**config.mk**
```make
export PLATFORM = sky130hd
export DESIGN_NAME = maxnet_engine
export DESIGN_NICKNAME = d
export VERILOG_FILES = /design/src/rtl/maxnet_pkg.sv /design/src/rtl/counter_nbit.sv /design/src/rtl/maxnet_engine.sv
export SDC_FILE = /design/constraint.sdc
export NUM_CORES = 1
export LEC_CHECK = 0
export ABC_CLOCK_PERIOD_IN_PS = 7360
export CAP_MARGIN = 20
export CORE_AREA = 8 8 177 246
export DETAILED_ROUTE_END_ITERATION = 7
export DIE_AREA = 0 0 185 254
export DONT_BUFFER_PORTS = 1
export GPL_ROUTABILITY_DRIVEN = 0
export PLACE_DENSITY = 0.59
export SLEW_MARGIN = 20
export SYNTH_ARGS = -nofsm -noshare
export SYNTH_HDL_FRONTEND = slang
export SYNTH_HIERARCHICAL = 1
export SYNTH_SLANG_ARGS = --single-unit
```
**constraint.sdc**
```tcl
create_clock -name clk -period 7.36 [get_ports clk]
set_input_delay 1.84 -clock clk [delete_from_list [all_inputs] [get_ports clk]]
set_output_delay 1.84 -clock clk [all_outputs]
set_load 0.02 [all_outputs]
```
**src/rtl/maxnet_pkg.sv**
```systemverilog
// maxnet_pkg: shared types and arithmetic helpers for the Maxnet engine.
//   state_t : controller states
//   clamp0  : signed value -> nonnegative (negatives become zero)
//   update  : one lateral-inhibition step, max(0, a - ((S - a) * eps) >> frac)
// The helpers work at a fixed working width XW. Callers zero- or sign-extend
// their operands into XW and truncate the result back with a size cast.
// This requires W+IW <= XW. The product is formed at 2*XW bits, so it cannot
// overflow.
package maxnet_pkg;

  typedef enum logic [2:0] {
    ST_IDLE,
    ST_LOAD,
    ST_SUM,
    ST_UPDATE,
    ST_DONE
  } state_t;

  localparam int unsigned XW = 64;

  function automatic logic [XW-1:0] clamp0(input logic signed [XW-1:0] x);
    return x[XW-1] ? '0 : x;
  endfunction

  // a is nonnegative and S >= a, so the difference and the product are
  // unsigned. The right shift truncates toward zero. The final clamp is a
  // magnitude compare. This gives the same result as a signed subtract
  // followed by a clamp at zero.
  function automatic logic [XW-1:0] update(input logic [XW-1:0] a,
                                           input logic [XW-1:0] s,
                                           input logic [XW-1:0] eps,
                                           input int unsigned   frac);
    logic [2*XW-1:0] prod;
    logic [XW-1:0]   q;
    prod = {{XW{1'b0}}, s - a} * {{XW{1'b0}}, eps};
    q    = XW'(prod >> frac);
    return (q >= a) ? '0 : a - q;
  endfunction

endpackage

```
**src/rtl/counter_nbit.sv**
```systemverilog
// counter_nbit: parametrised up-counter that wraps synchronously.
//   clk      : rising-edge clock
//   rst      : asynchronous active-low reset (count -> 0)
//   i_init   : synchronous clear to 0 (takes priority over i_en)
//   i_en     : count enable. At TERMINAL, the counter wraps to 0.
//   o_count  : current count
//   o_co     : carry-out, high while the count equals TERMINAL
module counter_nbit #(
  parameter int unsigned       WIDTH    = 2,
  parameter logic [WIDTH-1:0]  TERMINAL = '1
) (
  input  logic             clk,
  input  logic             rst,
  input  logic             i_init,
  input  logic             i_en,
  output logic [WIDTH-1:0] o_count,
  output logic             o_co
);

  logic [WIDTH-1:0] r_count;

  always_ff @(posedge clk or negedge rst) begin
    if (!rst) begin
      r_count <= '0;
    end else if (i_init) begin
      r_count <= '0;
    end else if (i_en) begin
      r_count <= o_co ? '0 : r_count + WIDTH'(1);
    end
  end

  assign o_count = r_count;
  assign o_co    = (r_count == TERMINAL);

endmodule

```
**src/rtl/maxnet_engine.sv**
```systemverilog
// maxnet_engine: Maxnet winner-take-all datapath and controller.
// The engine loads N signed activations, then alternates SUM and UPDATE passes
// of lateral inhibition until at most one neuron is nonzero or MAX_ITER is
// reached.
//   clk, rst        : clock, asynchronous active-low reset
//   start           : begins a load. It is accepted only in IDLE or DONE.
//   in_valid/in_data: activation stream, in neuron order 0..N-1
//   in_ready        : high in LOAD
//   busy            : high in LOAD, SUM and UPDATE
//   done            : level, high once the result is latched in DONE
//   winner          : index of the surviving neuron (0 if there is none)
//   winner_value    : final activation of the winner (0 if there is none)
//   iter_count      : number of completed UPDATE passes
//   no_winner       : all activations are zero at DONE
//   timeout         : DONE was reached with iter_count == MAX_ITER
module maxnet_engine
  import maxnet_pkg::*;
#(
  parameter int unsigned      N        = 4,
  parameter int unsigned      W        = 32,
  parameter int unsigned      FRAC     = 16,
  parameter logic [FRAC-1:0]  EPS      = 16'h2000,
  parameter int unsigned      MAX_ITER = 255,
  parameter int unsigned      IW       = $clog2(N)
) (
  input  logic                           clk,
  input  logic                           rst,
  input  logic                           start,
  input  logic                           in_valid,
  input  logic [W-1:0]                   in_data,
  output logic                           in_ready,
  output logic                           busy,
  output logic                           done,
  output logic [IW-1:0]                  winner,
  output logic [W-1:0]                   winner_value,
  output logic [$clog2(MAX_ITER+1)-1:0]  iter_count,
  output logic                           no_winner,
  output logic                           timeout
);

  localparam int unsigned CW = $clog2(MAX_ITER + 1);

  state_t          r_state;
  state_t          w_state_next;

  logic [W-1:0]    r_a [N];
  logic [W+IW-1:0] r_s;
  logic [IW:0]     r_nz;
  logic [IW-1:0]   r_last;

  logic            r_done;
  logic            r_timeout;
  logic            r_no_winner;
  logic [IW-1:0]   r_winner;
  logic [W-1:0]    r_winner_value;

  logic [IW-1:0]   w_idx;
  logic            w_idx_co;
  logic [CW-1:0]   w_iter;
  logic            w_iter_co;

  logic            w_start_ok;
  logic            w_idx_en;
  logic            w_iter_en;
  logic [W-1:0]    w_a_cur;
  logic [W-1:0]    w_a_load;
  logic [W-1:0]    w_a_new;
  logic [IW:0]     w_nz_next;
  logic            w_last_sum;
  logic            w_timeout_hit;

  assign w_start_ok = start && (r_state == ST_IDLE || r_state == ST_DONE);
  assign w_idx_en   = (r_state == ST_LOAD && in_valid) ||
                      (r_state == ST_SUM) || (r_state == ST_UPDATE);
  assign w_iter_en  = (r_state == ST_UPDATE) && w_idx_co;

  assign w_a_cur   = r_a[w_idx];
  assign w_a_load  = W'(clamp0(XW'(signed'(in_data))));
  assign w_a_new   = W'(update(XW'(w_a_cur), XW'(r_s), XW'(EPS), FRAC));
  assign w_nz_next = r_nz + (IW+1)'(w_a_cur != '0);

  // The decision uses the nonzero count including the neuron in the final
  // SUM cycle.
  assign w_last_sum    = (r_state == ST_SUM) && w_idx_co;
  assign w_timeout_hit = w_last_sum && (w_nz_next > (IW+1)'(1)) && w_iter_co;

  counter_nbit #(
    .WIDTH    (IW),
    .TERMINAL (IW'(N - 1))
  ) u_idx_cnt (
    .clk     (clk),
    .rst     (rst),
    .i_init  (w_start_ok),
    .i_en    (w_idx_en),
    .o_count (w_idx),
    .o_co    (w_idx_co)
  );

  counter_nbit #(
    .WIDTH    (CW),
    .TERMINAL (CW'(MAX_ITER))
  ) u_iter_cnt (
    .clk     (clk),
    .rst     (rst),
    .i_init  (w_start_ok),
    .i_en    (w_iter_en),
    .o_count (w_iter),
    .o_co    (w_iter_co)
  );

  always_ff @(posedge clk or negedge rst) begin
    if (!rst) begin
      r_state <= ST_IDLE;
    end else begin
      r_state <= w_state_next;
    end
  end

  always_comb begin
    w_state_next = r_state;
    case (r_state)
      ST_IDLE:   if (start) w_state_next = ST_LOAD;
      ST_LOAD:   if (in_valid && w_idx_co) w_state_next = ST_SUM;
      ST_SUM: begin
        if (w_idx_co) begin
          if (w_nz_next <= (IW+1)'(1) || w_iter_co) w_state_next = ST_DONE;
          else                                     w_state_next = ST_UPDATE;
        end
      end
      ST_UPDATE: if (w_idx_co) w_state_next = ST_SUM;
      ST_DONE:   if (start) w_state_next = ST_LOAD;
      default:   w_state_next = ST_IDLE;
    endcase
  end

  always_ff @(posedge clk or negedge rst) begin
    if (!rst) begin
      for (int unsigned i = 0; i < N; i++) r_a[i] <= '0;
      r_s            <= '0;
      r_nz           <= '0;
      r_last         <= '0;
      r_done         <= 1'b0;
      r_timeout      <= 1'b0;
      r_no_winner    <= 1'b0;
      r_winner       <= '0;
      r_winner_value <= '0;
    end else begin
      if (w_start_ok) begin
        r_done         <= 1'b0;
        r_timeout      <= 1'b0;
        r_no_winner    <= 1'b0;
        r_winner       <= '0;
        r_winner_value <= '0;
      end else if (r_state == ST_DONE && !r_done) begin
        // The result is latched on the first DONE cycle. Any nz >= 2
        // (a timeout) reports winner 0 with value 0.
        r_done      <= 1'b1;
        r_no_winner <= (r_nz == '0);
        if (r_nz == (IW+1)'(1)) begin
          r_winner       <= r_last;
          r_winner_value <= r_a[r_last];
        end else begin
          r_winner       <= '0;
          r_winner_value <= '0;
        end
      end

      case (r_state)
        ST_LOAD: begin
          if (in_valid) r_a[w_idx] <= w_a_load;
          r_s    <= '0;
          r_nz   <= '0;
          r_last <= '0;
        end
        ST_SUM: begin
          r_s  <= r_s + (W+IW)'(w_a_cur);
          r_nz <= w_nz_next;
          if (w_a_cur != '0) r_last <= w_idx;
          if (w_timeout_hit) r_timeout <= 1'b1;
        end
        ST_UPDATE: begin
          // r_s holds its value for the whole pass, so each in-place write
          // sees the pre-pass sum. It is cleared only on the final cycle.
          r_a[w_idx] <= w_a_new;
          if (w_idx_co) begin
            r_s    <= '0;
            r_nz   <= '0;
            r_last <= '0;
          end
        end
        default: ;
      endcase
    end
  end

  assign in_ready     = (r_state == ST_LOAD);
  assign busy         = (r_state == ST_LOAD) || (r_state == ST_SUM) ||
                        (r_state == ST_UPDATE);
  assign done         = r_done;
  assign winner       = r_winner;
  assign winner_value = r_winner_value;
  assign iter_count   = w_iter;
  assign no_winner    = r_no_winner;
  assign timeout      = r_timeout;

endmodule

```
==> metrics.yaml <==
run_status:
  outcome: "finished clean"
global_routing:
  grt_max_degree: 218
  grtUsageTotal_pct: 20.2
  gr-total-overflow: 0
  grt_pass1_vias: 12500
  grt_pass1_wl_mm: 74.0
  antenna_found_initial: 4
logic_synthesis:
  synth_edf_count: 0
  synthArstFlopShare_pct: 100
  synth_ff_type: "dfrtp_1"
  syn_area_mm2: 0.0158
  synth.area.top_cells: "dfrtp_1 34%, ha_1 10%, mux4_2 9.1%"
  synth_top_cell_by_area: "dfrtp_1"
  ys_seq_elements: 217
  synth_cells: 1658
  yosysSeqAreaShare_pct: 34.5
  synth_cell_types: 78
  synth.top_cell.area_share_pct: 34.5
  syn-num-nets: 1828
  ys.warnings.count: 6
  syn_avg_cell_area_um2: 9.51
sta:
  tightest_slew_ps: 1040
  period_share_pct: 94.9
  finalSetupTns_ps: 0
  fin_crit_ps: 6990
  skew_ps: 16.6
  fmax_mhz: 143
  rsz0062_at_grt: "no"
  worst_slack_ps: 374
  slew_violations: 0
  finalSetupViolCount: 0
  relSlewSlack_pct: 30.6
  hold_violations: 0
clocking:
  cts.clk_slew.worst_paths_ps: 60
  hold_buffers: 0
  cts_buffers: 22
  htree_levels: 1
  cts.sinks: 217
  cts_tree: "done"
  clk_path_buf_depth: 3
  clk_latency_ps: 540
  clock-root-buffer: "clkbuf_16"
drt:
  wl_per_cell_um: 22.1
  drt_wl_total_mm: 47.6
  via_per_inst: 5.79
  drt_iter0_markers: 847
  drtPass1Iterations: 5
  drcViolationCount: 0
  drtAntennaViolNets: 0
  vias: 12500
hold_path:
  min_path_cells: 2
  min_to: "r_a[4]"
  hold_start: "r_a[4]"
  holdCritPathClass: "reg -> reg"
flow_run:
  cap_violations: 0
placement:
  place_ws_ps: 484
  place_area_mm2: 0.0162
  placement.io_buffers: 0
  hpwlAfterDp_mm: 35.6
die:
  start_util_pct: 39.6
  die_h_um: 254
  io_pins: 83
  core-area_mm2: 0.0398
  row_count: 87
  die_x_um: 185
  dieArea_mm2: 0.0470
layout:
  final_cell_mix: "214 x dfrtp_1, 155 x a21oi_1, 148 x nor2_1"
  area_delta_synth_final_pct: 7.77
  final_util_pct: 42.6
  final_nets: 1768
  layout_commonest_cell: "dfrtp_1"
  drive_above_1_share_pct: 12.2
  final_cell_area_mm2: 0.0170
  multi_input_area_mm2: 0.00962
  regArea_mm2: 0.00543
  n_fill_cell: 3939
worst_setup_path:
  critPathCaptureType: "flop"
  cp_max_fo: 8
  start_kind: "flop"
  path_class: "reg -> reg"
  cp.required_ps: 7740
  reg2regPathDepth: 22
  r2r-start: "u_idx_cnt/o_count[0]"
  reg2reg_to: "r_a[30]"
  rrSetupSlack_ps: 370
  arrival_ps: 7370
## cell type report
cell class | count | area share (%)
multi-input cells | 1241 | 56.6
flip-flops and latches | 217 | 32.0
well taps | 534 | 3.93
clock buffers | 30 | 3.72
inverters | 97 | 2.14
repair buffers | 19 | 0.862
clock inverters | 9 | 0.633
diodes | 5 | 0.0737
## per-layer routing
metal	global-route usage (%)	vias to the layer above	part of all wire [%]
li1	-	5879	-
met2	34.8	319	50
met3	3.29	107	4.8
met4	10.6	0	5.4
met1	23.8	6154	40
met5	0	-	0
## kinds of logic (layout without fill, tap and decap cells)
family / after synthesis / in the layout / synth area share, %
mux: 102 / 102 / 11.8
xor+xnor: 90 / 90 / 5.00
compound gates: 491 / 491 / 20.4
buf+inv: 200 / 155 / 4.92
flops: 217 / 217 / 34.5
simple gates: 424 / 424 / 12.7
fa+ha+maj: 134 / 134 / 10.7
other cells: 0 / 5 / 0
## critical path: stages, from the launching register on
cell	delay, ps
dfrtp_2	520
mux4_2	630
inv_1	170
ha_1	260
nor2b_1	150
o31a_1	290
o41a_1	400
a211oi_2	410
o21bai_1	240
and2_1	240
o21a_1	170
nor2_1	190
xnor2_1	100
ha_1	400
nand3_1	240
o21ai_0	130
a31oi_1	140
o21ai_1	220
a41oi_1	620
o21ai_0	330
and4b_1	280
nor3_1	520
o31ai_1	170
## per-stage QoR
stage | hold slack [ps] | cells
after global placement | 476 | 2108
final | 501 | 2152
after global routing | 521 | 2151
after CTS | 502 | 2147
after floorplan | 460 | 1658
after detailed placement | 487 | 2108
## timing repair
| item | CTS | global route |
|---|---|---|
| gates resized for setup | 0 | 1 |
| setup buffers | 0 | 0 |
| endpoints found under the hold margin | 0 | 0 |
| setup endpoints to repair | 0 | 4 |
## worst max-delay path by stage
stage | start | endpoint | slack [ps] | cells past startpoint
detailed placement | u_idx_cnt/o_count[0] | r_a[24] | 480 | 23
CTS | u_idx_cnt/o_count[0] | r_a[120] | 440 | 23
global route | u_idx_cnt/o_count[0] | r_a[24] | 30 | 23
finish | u_idx_cnt/o_count[0] | r_a[30] | 370 | 22
global placement | u_idx_cnt/o_count[0] | r_a[30] | 610 | 22
floorplan | u_idx_cnt/o_count[0] | r_a[120] | 980 | 25
## state kept, by name, summed over array words and instances, names as in the netlist
register and flops:
r_s 34, done 1, u_iter_cnt/o_count 8, winner 2, r_state 3, no_winner 1, r_a 128, r_nz 3
timeout 1, u_idx_cnt/o_count 2, r_last 2, winner_value 32
## cell usage after synthesis (5+ instances only)
cell type / number
dfrtp_1: 217
a21oi_1: 156
nor2_1: 149
ha_1: 132
o21ai_0: 112
nand2_1: 109
inv_1: 97
clkbuf_1: 87
xnor2_1: 65
mux4_2: 64
a22o_1: 40
mux2_2: 35
a21o_1: 28
xor2_1: 25
nand2b_1: 24
nand3_1: 24
nor4_1: 20
nor3_1: 19
o21bai_1: 19
a22oi_2: 16
or3_1: 16
a211oi_1: 13
nor2b_1: 13
nand4_1: 12
o21a_1: 12
buf_1: 10
o31ai_1: 9
a211o_1: 7
a31oi_1: 7
and3_1: 7
o22ai_1: 7
a221oi_1: 6
a311oi_1: 6
and2_1: 6
o21ai_1: 5
o21ba_2: 5
Power is left out: the tool's default activity adds up to more than one toggle a clock period on the data nets, which glitch-free logic cannot reach.
